--- config.mk ---
export PLATFORM = sky130hd
export DESIGN_NAME = can_wr_channel_buf
export DESIGN_NICKNAME = d
export VERILOG_FILES = /design/src/rtl/can_mcif_pkg.sv /design/src/rtl/can_sync_fifo.sv /design/src/rtl/can_wr_channel_buf.sv
export SDC_FILE = /design/constraint.sdc
export NUM_CORES = 1
export LEC_CHECK = 0
export CORE_MARGIN = 5
export CORE_UTILIZATION = 53
export DETAILED_ROUTE_END_ITERATION = 8
export GPL_TIMING_DRIVEN = 0
export PLACE_DENSITY_LB_ADDON = 0.3
export SLEW_MARGIN = 10
export SYNTH_ARGS = -nofsm -noshare
export SYNTH_HDL_FRONTEND = slang
export SYNTH_SLANG_ARGS = --single-unit
--- constraint.sdc ---
create_clock -name i_clk -period 3.76 [get_ports i_clk]
set_input_delay 0.564 -clock i_clk [delete_from_list [all_inputs] [get_ports i_clk]]
set_output_delay 0.564 -clock i_clk [all_outputs]
set_load 0.05 [all_outputs]
--- src/rtl/can_mcif_pkg.sv ---
// Shared constants and types for the CAN microcontroller interface.
// Write entries carry address, data and byte enables through the channel FIFO.
package can_mcif_pkg;

    localparam int CAN_ADDR_W = 6;
    localparam int CAN_DATA_W = 32;
    localparam int CAN_BE_W   = CAN_DATA_W / 8;

    localparam logic [63:0] CAN_WR_MASK_DEFAULT = 64'h0000_0001_FF03_FF2F;

    typedef struct packed {
        logic [CAN_ADDR_W-1:0] addr;
        logic [CAN_DATA_W-1:0] data;
        logic [CAN_BE_W-1:0]   be;
    } can_wr_entry_t;

    function automatic int can_entry_w(input int aw, input int dw);
        return aw + dw + dw / 8;
    endfunction

endpackage

--- src/rtl/can_sync_fifo.sv ---
// Synchronous FIFO with occupancy count; push is ignored when full,
// pop is ignored when empty.
module can_sync_fifo #(
    parameter int W     = 8,
    parameter int DEPTH = 4
) (
    input  logic                       i_clk,
    input  logic                       i_reset,
    input  logic                       i_push,
    input  logic [W-1:0]               i_data,
    input  logic                       i_pop,
    output logic [W-1:0]               o_data,
    output logic                       o_full,
    output logic                       o_empty,
    output logic [$clog2(DEPTH+1)-1:0] o_level
);

    localparam int PTR_W = $clog2(DEPTH);
    localparam int LVL_W = $clog2(DEPTH + 1);

    logic [W-1:0]     mem_q [DEPTH];
    logic [PTR_W-1:0] wr_ptr_q, wr_ptr_d;
    logic [PTR_W-1:0] rd_ptr_q, rd_ptr_d;
    logic [LVL_W-1:0] level_q, level_d;
    logic             do_push;
    logic             do_pop;

    assign o_full  = (level_q == LVL_W'(DEPTH));
    assign o_empty = (level_q == '0);
    assign o_level = level_q;
    assign o_data  = mem_q[rd_ptr_q];

    assign do_push = i_push && !o_full;
    assign do_pop  = i_pop && !o_empty;

    always_comb begin
        wr_ptr_d = wr_ptr_q;
        rd_ptr_d = rd_ptr_q;
        level_d  = level_q;
        if (do_push) begin
            wr_ptr_d = wr_ptr_q + PTR_W'(1);
        end
        if (do_pop) begin
            rd_ptr_d = rd_ptr_q + PTR_W'(1);
        end
        unique case ({do_push, do_pop})
            2'b10:   level_d = level_q + LVL_W'(1);
            2'b01:   level_d = level_q - LVL_W'(1);
            default: level_d = level_q;
        endcase
    end

    always_ff @(posedge i_clk) begin
        if (i_reset) begin
            wr_ptr_q <= '0;
            rd_ptr_q <= '0;
            level_q  <= '0;
        end else begin
            wr_ptr_q <= wr_ptr_d;
            rd_ptr_q <= rd_ptr_d;
            level_q  <= level_d;
        end
    end

    // Storage needs no reset: the pointers define which entries are live.
    always_ff @(posedge i_clk) begin
        if (do_push) begin
            mem_q[wr_ptr_q] <= i_data;
        end
    end

endmodule

--- src/rtl/can_wr_channel_buf.sv ---
// Buffered host write channel: mask check, error capture, FIFO queueing
// and one-hot issue to the register file.
module can_wr_channel_buf
    import can_mcif_pkg::*;
#(
    parameter int                  DATA_W     = CAN_DATA_W,
    parameter int                  ADDR_W     = CAN_ADDR_W,
    parameter int                  DEPTH      = 4,
    parameter logic [2**ADDR_W-1:0] VALID_MASK = CAN_WR_MASK_DEFAULT
) (
    input  logic                       i_clk,
    input  logic                       i_reset,
    input  logic                       i_wr_valid,
    output logic                       o_wr_ready,
    input  logic [ADDR_W-1:0]          i_addr,
    input  logic [DATA_W-1:0]          i_bus_data,
    input  logic [DATA_W/8-1:0]        i_be,
    input  logic                       i_reg_stall,
    output logic [2**ADDR_W-1:0]       o_wr_sel,
    output logic [DATA_W-1:0]          o_reg_w_bus,
    output logic [DATA_W/8-1:0]        o_reg_be,
    output logic                       o_wr_err,
    output logic                       o_err_flag,
    output logic [ADDR_W-1:0]          o_err_addr,
    input  logic                       i_err_clr,
    output logic [$clog2(DEPTH+1)-1:0] o_level
);

    localparam int BE_W  = DATA_W / 8;
    localparam int ENT_W = can_entry_w(ADDR_W, DATA_W);
    localparam int SEL_W = 2 ** ADDR_W;

    logic              full;
    logic              empty;
    logic              accept;
    logic              mapped;
    logic              push;
    logic              pop;
    logic              err_hit;
    logic [ENT_W-1:0]  push_ent;
    logic [ENT_W-1:0]  head_ent;
    logic [ADDR_W-1:0] head_addr;
    logic [DATA_W-1:0] head_data;
    logic [BE_W-1:0]   head_be;

    logic [SEL_W-1:0]  sel_q, sel_d;
    logic [DATA_W-1:0] bus_q, bus_d;
    logic [BE_W-1:0]   be_q, be_d;
    logic              err_q, err_d;
    logic              flag_q, flag_d;
    logic [ADDR_W-1:0] err_addr_q, err_addr_d;

    assign o_wr_ready = !full;
    assign accept     = i_wr_valid && o_wr_ready;
    assign mapped     = VALID_MASK[i_addr];
    assign push       = accept && mapped && (|i_be);
    assign err_hit    = accept && !mapped;
    assign pop        = !empty && !i_reg_stall;
    assign push_ent   = {i_addr, i_bus_data, i_be};

    assign head_addr = head_ent[ENT_W-1 -: ADDR_W];
    assign head_data = head_ent[BE_W +: DATA_W];
    assign head_be   = head_ent[BE_W-1:0];

    can_sync_fifo #(
        .W     (ENT_W),
        .DEPTH (DEPTH)
    ) u_fifo (
        .i_clk   (i_clk),
        .i_reset (i_reset),
        .i_push  (push),
        .i_data  (push_ent),
        .i_pop   (pop),
        .o_data  (head_ent),
        .o_full  (full),
        .o_empty (empty),
        .o_level (o_level)
    );

    always_comb begin
        sel_d = '0;
        bus_d = bus_q;
        be_d  = be_q;
        if (pop) begin
            sel_d[head_addr] = 1'b1;
            bus_d            = head_data;
            be_d             = head_be;
        end
    end

    // A clear coinciding with a new error still leaves the flag set and
    // re-arms the capture so the new address is kept.
    always_comb begin
        err_d      = err_hit;
        flag_d     = flag_q;
        err_addr_d = err_addr_q;
        if (i_err_clr) begin
            flag_d = 1'b0;
        end
        if (err_hit) begin
            flag_d = 1'b1;
            if (!flag_q || i_err_clr) begin
                err_addr_d = i_addr;
            end
        end
    end

    always_ff @(posedge i_clk) begin
        if (i_reset) begin
            sel_q      <= '0;
            bus_q      <= '0;
            be_q       <= '0;
            err_q      <= 1'b0;
            flag_q     <= 1'b0;
            err_addr_q <= '0;
        end else begin
            sel_q      <= sel_d;
            bus_q      <= bus_d;
            be_q       <= be_d;
            err_q      <= err_d;
            flag_q     <= flag_d;
            err_addr_q <= err_addr_d;
        end
    end

    assign o_wr_sel    = sel_q;
    assign o_reg_w_bus = bus_q;
    assign o_reg_be    = be_q;
    assign o_wr_err    = err_q;
    assign o_err_flag  = flag_q;
    assign o_err_addr  = err_addr_q;

endmodule
==> summary.md, run 1 <==
| Metric | Value |
|---|---|
| Mapped Area | `0.009861 mm^2` |
| Synth cell count leaders | `168 x edfxtp_1, 117 x dfxtp_1, 79 x nand2_1` |
| Least-Margin Pin Slew | `0.6873 ns` |
| DP Area | `0.01180 mm^2` |
| Top-count cell post-synth | `edfxtp_1` |
| Post-Syn Instances | `628` |
| Tcrit/Tclk final | `0.8104` |
| Total gr overflow | `0` |
| Vias per inst | `5.264` |
| WL/cell | `19.11 um` |
| Vias in the first global route | `5969` |
| Net Count, Synth | `681` |
| Routed Antenna Nets | `0` |
| Yosys cell types | `37` |
| Crit-path max FO | `24` |
| Hold buffer count at cts | `0` |
| Max_cap viols | `0` |
| Layout cells sized above 1 | `0.1629` |
| Setup-failing EPs final | `0` |
| Synth top area share | `0.5116` |
| CTS tree | `done` |
| F_max | `328.2 MHz` |
| Initial antenna violation count | `0` |
| Vias | `5633` |
| Element type at the critical path end | `flop` |
| Total GRT Usage | `0.1905` |
| Seq cells post-synth | `285` |
| Slew HR | `0.5418` |
| Final Cell Area | `0.01280 mm^2` |
| Ys async rst share | `0` |
| Clk_skew | `0.02698 ns` |
| 1st-pass router iterations | `7` |
| Worst EP arrival | `3.28 ns` |
| WS Path Type | `reg2reg` |
| Number of synthesized flops with an enable pin | `168` |
| CP required | `4.00 ns` |
| Synth Flop Type | `edfxtp_1` |
| Die height | `146.4 um` |
| Hold path depth | `2` |
| Critical Path Source Type | `flop` |
| Minimum clock period | `3.047 ns` |
| RSZ-0062 raised after global routing | `false` |
| Seq/Total Area, Yosys | `0.7491` |
| Port Buffers | `157` |
| Layout area overhead | `29.82%` |
| Final nets | `872` |
| Avg Cell Area, Syn | `15.70 um^2` |
| Diode count | `0` |
| Maximum VDD drop | `565.2 uV` |
| Run status | `completed` |
| Worst R2R Path Depth | `6` |
| CTS root buf | `clkbuf_16` |
| DRT Wirelength | `20.45 mm` |
| H-Tree Depth | `1` |
| DP Wirelength | `13.65 mm` |
| Hold crit path type | `reg2reg` |
| Yosys warning total | `0` |
| Cell taking the most area after synthesis | `edfxtp_1` |
| Rows | `49` |
| Final hold vios | `0` |
| IO Pins | `159` |
| Chip width | `146.4 um` |
| Initial Util | `0.5434` |
| GP Congestion | `0.7569` |
| Cts bufs inserted | `28` |
| Ranking of synthesized cells by area | `edfxtp_1 51%, dfxtp_1 24%, mux4_2 9.6%, nand2_1 3.0%, nor2_1 2.6%` |
| Clk pin slew, worst setup/hold paths | `0.06 ns` |
| Core ar. | `0.01815 mm^2` |
| Drc violations | `0` |
| CTS Buffer Depth | `3` |
| Post-CTS sizing | `0` |
| Setup Total Neg Slack | `0 ns` |
| Clock latency on the worst-skew pair | `0.54 ns` |
| Power Dens Cells | `640.4 mW/mm^2` |
| DR iter-0 viols | `272` |
| First-pass GRT wire length | `32.57 mm` |
| Leak | `4.252 nW` |
| Post-CTS setup buffer count | `0` |
| Final Max Slew Viols | `0` |
| Largest net degree at the start of global routing | `28` |
| Die Area | `0.02143 mm^2` |
| Clk sinks | `285` |
sequential cells by signal (all words and copies together) (netlist names), named ones only:
register / count
o_err_addr: 6
o_err_flag: 1
o_reg_be: 4
o_reg_w_bus: 32
o_wr_err: 1
o_wr_sel: 64
u_fifo.mem_q: 168
u_fifo.o_level: 3
u_fifo.rd_ptr_q: 2
u_fifo.wr_ptr_q: 2
routing by layer:
metal  up-vias  part of all wire  GRT usage
met4         0             0.016    0.03669
met3        28             0.068    0.04617
met5         -                 0          0
met1      2784              0.39     0.2300
met2       180              0.53     0.3505
li1       2641                 -          -
worst paths after layout:
kind,end,slack (ns),startpoint
worst max-delay path,u_fifo.mem_q[0][12],0.71,u_fifo.o_level[0]
worst min-delay path,o_reg_w_bus[12],0.45,o_reg_w_bus[12]
worst max register to register,u_fifo.mem_q[0][12],0.71,u_fifo.o_level[0]
worst min register to register,o_reg_w_bus[12],0.45,o_reg_w_bus[12]
critical path, cell delays in order (launching register included):
cell and delay, ns:
dfxtp_1 0.41, nor2_1 0.09, a21boi_0 0.55, o41ai_1 0.28, a21oi_1 0.46, and2_2 0.65
buf_12 0.28
through the flow:
step / utilization / hold WS (ns) / instances / power [mW] / setup WS [ns]
floorplan: - / 0.4814 / 628 / 4.836 / 0.7483
global placement: 0.6458 / 0.4451 / 1014 / 5.325 / -0.9886
detailed placement: 0.6504 / 0.4494 / 1018 / 5.368 / 0.01712
CTS: 0.7054 / 0.4559 / 1070 / 8.260 / 0.5643
global route: 0.7054 / 0.4832 / 1070 / 8.524 / 0.5367
finish: 0.7054 / 0.4542 / 1070 / 8.198 / 0.7129
cells in the final DEF, fill, tap and decap left out, drive strengths merged, types with 2 or more instances in the layout:
| cell type | n |
|---|---|
| nor2b | 4 |
| nor3 | 3 |
| clkinv | 7 |
| and2 | 5 |
| or3 | 2 |
| nor2 | 77 |
| clkdlybuf4s50 | 157 |
| dfxtp | 117 |
| buf | 20 |
| xor2 | 3 |
| bufinv | 3 |
| nand3 | 2 |
| nand2b | 17 |
| nor3b | 2 |
| clkbuf | 48 |
| a21oi | 41 |
| inv | 13 |
| edfxtp | 168 |
| mux2i | 6 |
| nand2 | 87 |
| ha | 5 |
| mux4 | 42 |
layout make-up:
class,count,area [um^2]
Multi-Input combinational cell,307,2298
Buffer,27,146.4
Timing Repair Buffer,161,1652
Sequential cell,285,7387
Fill cell,1161,5346
Clock inverter,15,170.2
Clock buffer,37,827.0
Tap cell,229,286.5
Inverter,9,33.78
power by group:
group,leakage (nW),switching [mW],internal (mW)
registers,2.47,0.0954,3.48
logic,1.29,1.05,0.672
clock network,0.496,1.14,1.76
total,4.25,2.29,5.91
cells by family after synthesis:
family	share of synthesized area
buffers and inverters	0.01827
DFF	0.7491
AOI/OAI and AO/OA	0.02449
adders and majority gates	0.008375
muxes	0.1032
and+or+nand+nor	0.09301
xor gates and xnor gates	0.003553
(Power assumes the default switching activity.)
==> run 2: changes to the inputs <==
==> constraint.sdc (replaced) <==
create_clock -name i_clk -period 3.16 [get_ports i_clk]
set_input_delay 0.474 -clock i_clk [delete_from_list [all_inputs] [get_ports i_clk]]
set_output_delay 0.474 -clock i_clk [all_outputs]
set_load 0.05 [all_outputs]
==> run 2 against run 1 <==
Compared with the run above: sequential cell count unchanged; clock skew hardly changed; sequential power rose by 19%; setup slack worse by 0.38 ns; first-iteration DRC count decreased by 0.37%; sequential share of layout area did not move; routed wire length barely moved; clock power grew 19%; register-to-register slack got worse by 0.38 ns; critical endpoint unchanged; largest cell class unchanged.
==> summary.md, run 2 (synthesis gave the netlist of run 1 again) <==
| Metric | Value |
|---|---|
| Maximum VDD drop | `672.5 uV` |
| F_max | `353.7 MHz` |
| Most frequent cells in the layout | `168 x edfxtp_1, 157 x clkdlybuf4s50_1, 117 x dfxtp_1` |
| Hold path depth | `2` |
| Power Dens Cells | `762.0 mW/mm^2` |
| Sw frac | `0.2790` |
| RSZ-0062 raised after global routing | `false` |
| Clk sinks | `285` |
| DRT Wirelength | `20.43 mm` |
| Slowest cell on the critical path | `and2_2` |
| Run status | `completed` |
| Most flop-heavy register | `u_fifo.mem_q` |
| CTS tree | `done` |
| H-Tree Depth | `1` |
| Clk pin slew, worst setup/hold paths | `0.06 ns` |
| Initial Util | `0.5434` |
| Final hold vios | `0` |
| Setup-failing EPs final | `0` |
| Hold WS | `0.4544 ns` |
| Least-Margin Pin Slew | `0.6873 ns` |
| Layout area overhead | `29.82%` |
| Commonest non-fill, non-tap cell in the layout | `edfxtp_1` |
| Critical-path cell list | `nor2_1 -> a21boi_1 -> o41ai_1 -> a21oi_1 -> and2_2 -> buf_12` |
| P_sw | `2.722 mW` |
| Vias in the first global route | `5969` |
| Core ar. | `0.01815 mm^2` |
| Slew HR | `0.5418` |
| Chip width | `146.4 um` |
| Worst EP arrival | `3.06 ns` |
| Peak per-stage delay on the critical path | `0.65 ns` |
| Crit-path max FO | `24` |
| Hold EP | `o_reg_w_bus[12]` |
| Vias | `5627` |
| First-pass GRT wire length | `32.57 mm` |
| Clock power frac | `0.354` |
| Minimum clock period | `2.827 ns` |
| Diode count | `0` |
| Vias per inst | `5.259` |
| Drc violations | `0` |
| Hold Crit Start | `o_reg_w_bus[12]` |
| Combinational power share | `0.210` |
| GP Congestion | `0.7569` |
| Tcrit/Tclk final | `0.8946` |
| Largest net degree at the start of global routing | `28` |
| WL/cell | `19.10 um` |
| CTS Buffer Depth | `3` |
| Die Area | `0.02143 mm^2` |
| Total GRT Usage | `0.1905` |
| Rows | `49` |
| DP Wirelength | `13.65 mm` |
| Clock latency on the worst-skew pair | `0.54 ns` |
| Largest register FFs | `168` |
| Initial antenna violation count | `0` |
| Hold buffer count at cts | `0` |
| Setup Total Neg Slack | `0 ns` |
| Seq pwr share | `0.436` |
| Die height | `146.4 um` |
| Critical Path Source Type | `flop` |
| Worst R2R End | `u_fifo.mem_q[0][12]` |
| Placed cells | `1018` |
| CP required | `3.40 ns` |
| Clk_skew | `0.02692 ns` |
| Cts bufs inserted | `28` |
| Post-Layout Cell Count | `1070` |
| Post-CTS setup buffer count | `0` |
| Leak | `4.252 nW` |
| Worst R2R Path Depth | `6` |
| Routed Antenna Nets | `0` |
| Final Max Slew Viols | `0` |
| CTS root buf | `clkbuf_16` |
| Max_cap viols | `0` |
| Hold crit path type | `reg2reg` |
| Reg2reg setup slack | `0.33 ns` |
| DR iter-0 viols | `271` |
| Element type at the critical path end | `flop` |
| Total gr overflow | `0` |
| 1st-pass router iterations | `7` |
| Port Buffers | `157` |
| R2R Path Start | `u_fifo.o_level[0]` |
| Internal power | `7.032 mW` |
| Final nets | `872` |
| Layout cells sized above 1 | `0.1629` |
| IO Pins | `159` |
| WS Path Type | `reg2reg` |
==> run 2: cell counts in the layout (fill, tap and decap cells not counted) <==
Identical to the previous run, type by type.
==> run 2: metal layers <==
metal / wire (um) / GRT usage / share of wire / vias up
li1: - / - / - / 2640
met1: 7983 / 0.2300 / 0.39 / 2776
met2: 10730 / 0.3505 / 0.53 / 183
met3: 1391 / 0.04617 / 0.068 / 28
met4: 324 / 0.03669 / 0.016 / 0
met5: 0 / 0 / 0 / -
==> run 2: critical path, delay by kind of cell, from the launching register on <==
kind	cells	cell delay, ns
DFF	1	0.41
buffers and inverters	1	0.28
and+or+nand+nor	2	0.74
AOI/OAI and AO/OA	3	1.08
==> run 2: power by group through the flow <==
stage               registers, mW  clock network, mW  logic (mW)
CTS                          4.25               3.50        2.08
detailed placement           4.33                  0        2.06
global placement             4.32                  0        2.01
finish                       4.25               3.46        2.05
floorplan                    4.75                  0        1.00
global route                 4.27               3.66        2.21
==> run 2: final cells by class <==
type,instances,area (um^2)
sequential,285,7387
fill,1161,5346
multi-input combinational,307,2298
timing repair buffer,161,1652
clock buffer,37,827.0
tap,229,286.5
clock inverter,15,170.2
buffer,27,146.4
inverter,9,33.78
==> run 2: timing repair <==
action	4_1_cts	5_1_grt
setup endpoints to repair	41	71
pin swaps	0	0
resized for setup	0	1
gates cloned	0	0
==> run 2: stage by stage <==
step | util | worst slack [ns] | instance area, um^2 | power [mW]
after floorplan | - | 0.1483 | 9861 | 5.755
after global placement | 0.6458 | -1.499 | 11720 | 6.336
after detailed placement | 0.6504 | -0.4929 | 11800 | 6.388
after CTS | 0.7054 | -0.03574 | 12800 | 9.829
after global routing | 0.7054 | 0.1750 | 12800 | 10.14
final | 0.7054 | 0.3330 | 12800 | 9.754
==> run 2: worst max path at each step <==
stage / start / endpoint / slack (ns)
2_1_floorplan: u_fifo.o_level[0] / u_fifo.mem_q[2][0] / 0.15
3_3_place_gp: i_wr_valid / u_fifo.mem_q[0][28] / -1.50
3_5_place_dp: i_wr_valid / u_fifo.mem_q[0][28] / -0.49
4_1_cts: u_fifo.o_level[0] / u_fifo.mem_q[0][28] / -0.04
5_1_grt: u_fifo.o_level[0] / u_fifo.mem_q[3][3] / 0.18
6_report: u_fifo.o_level[0] / u_fifo.mem_q[0][12] / 0.33
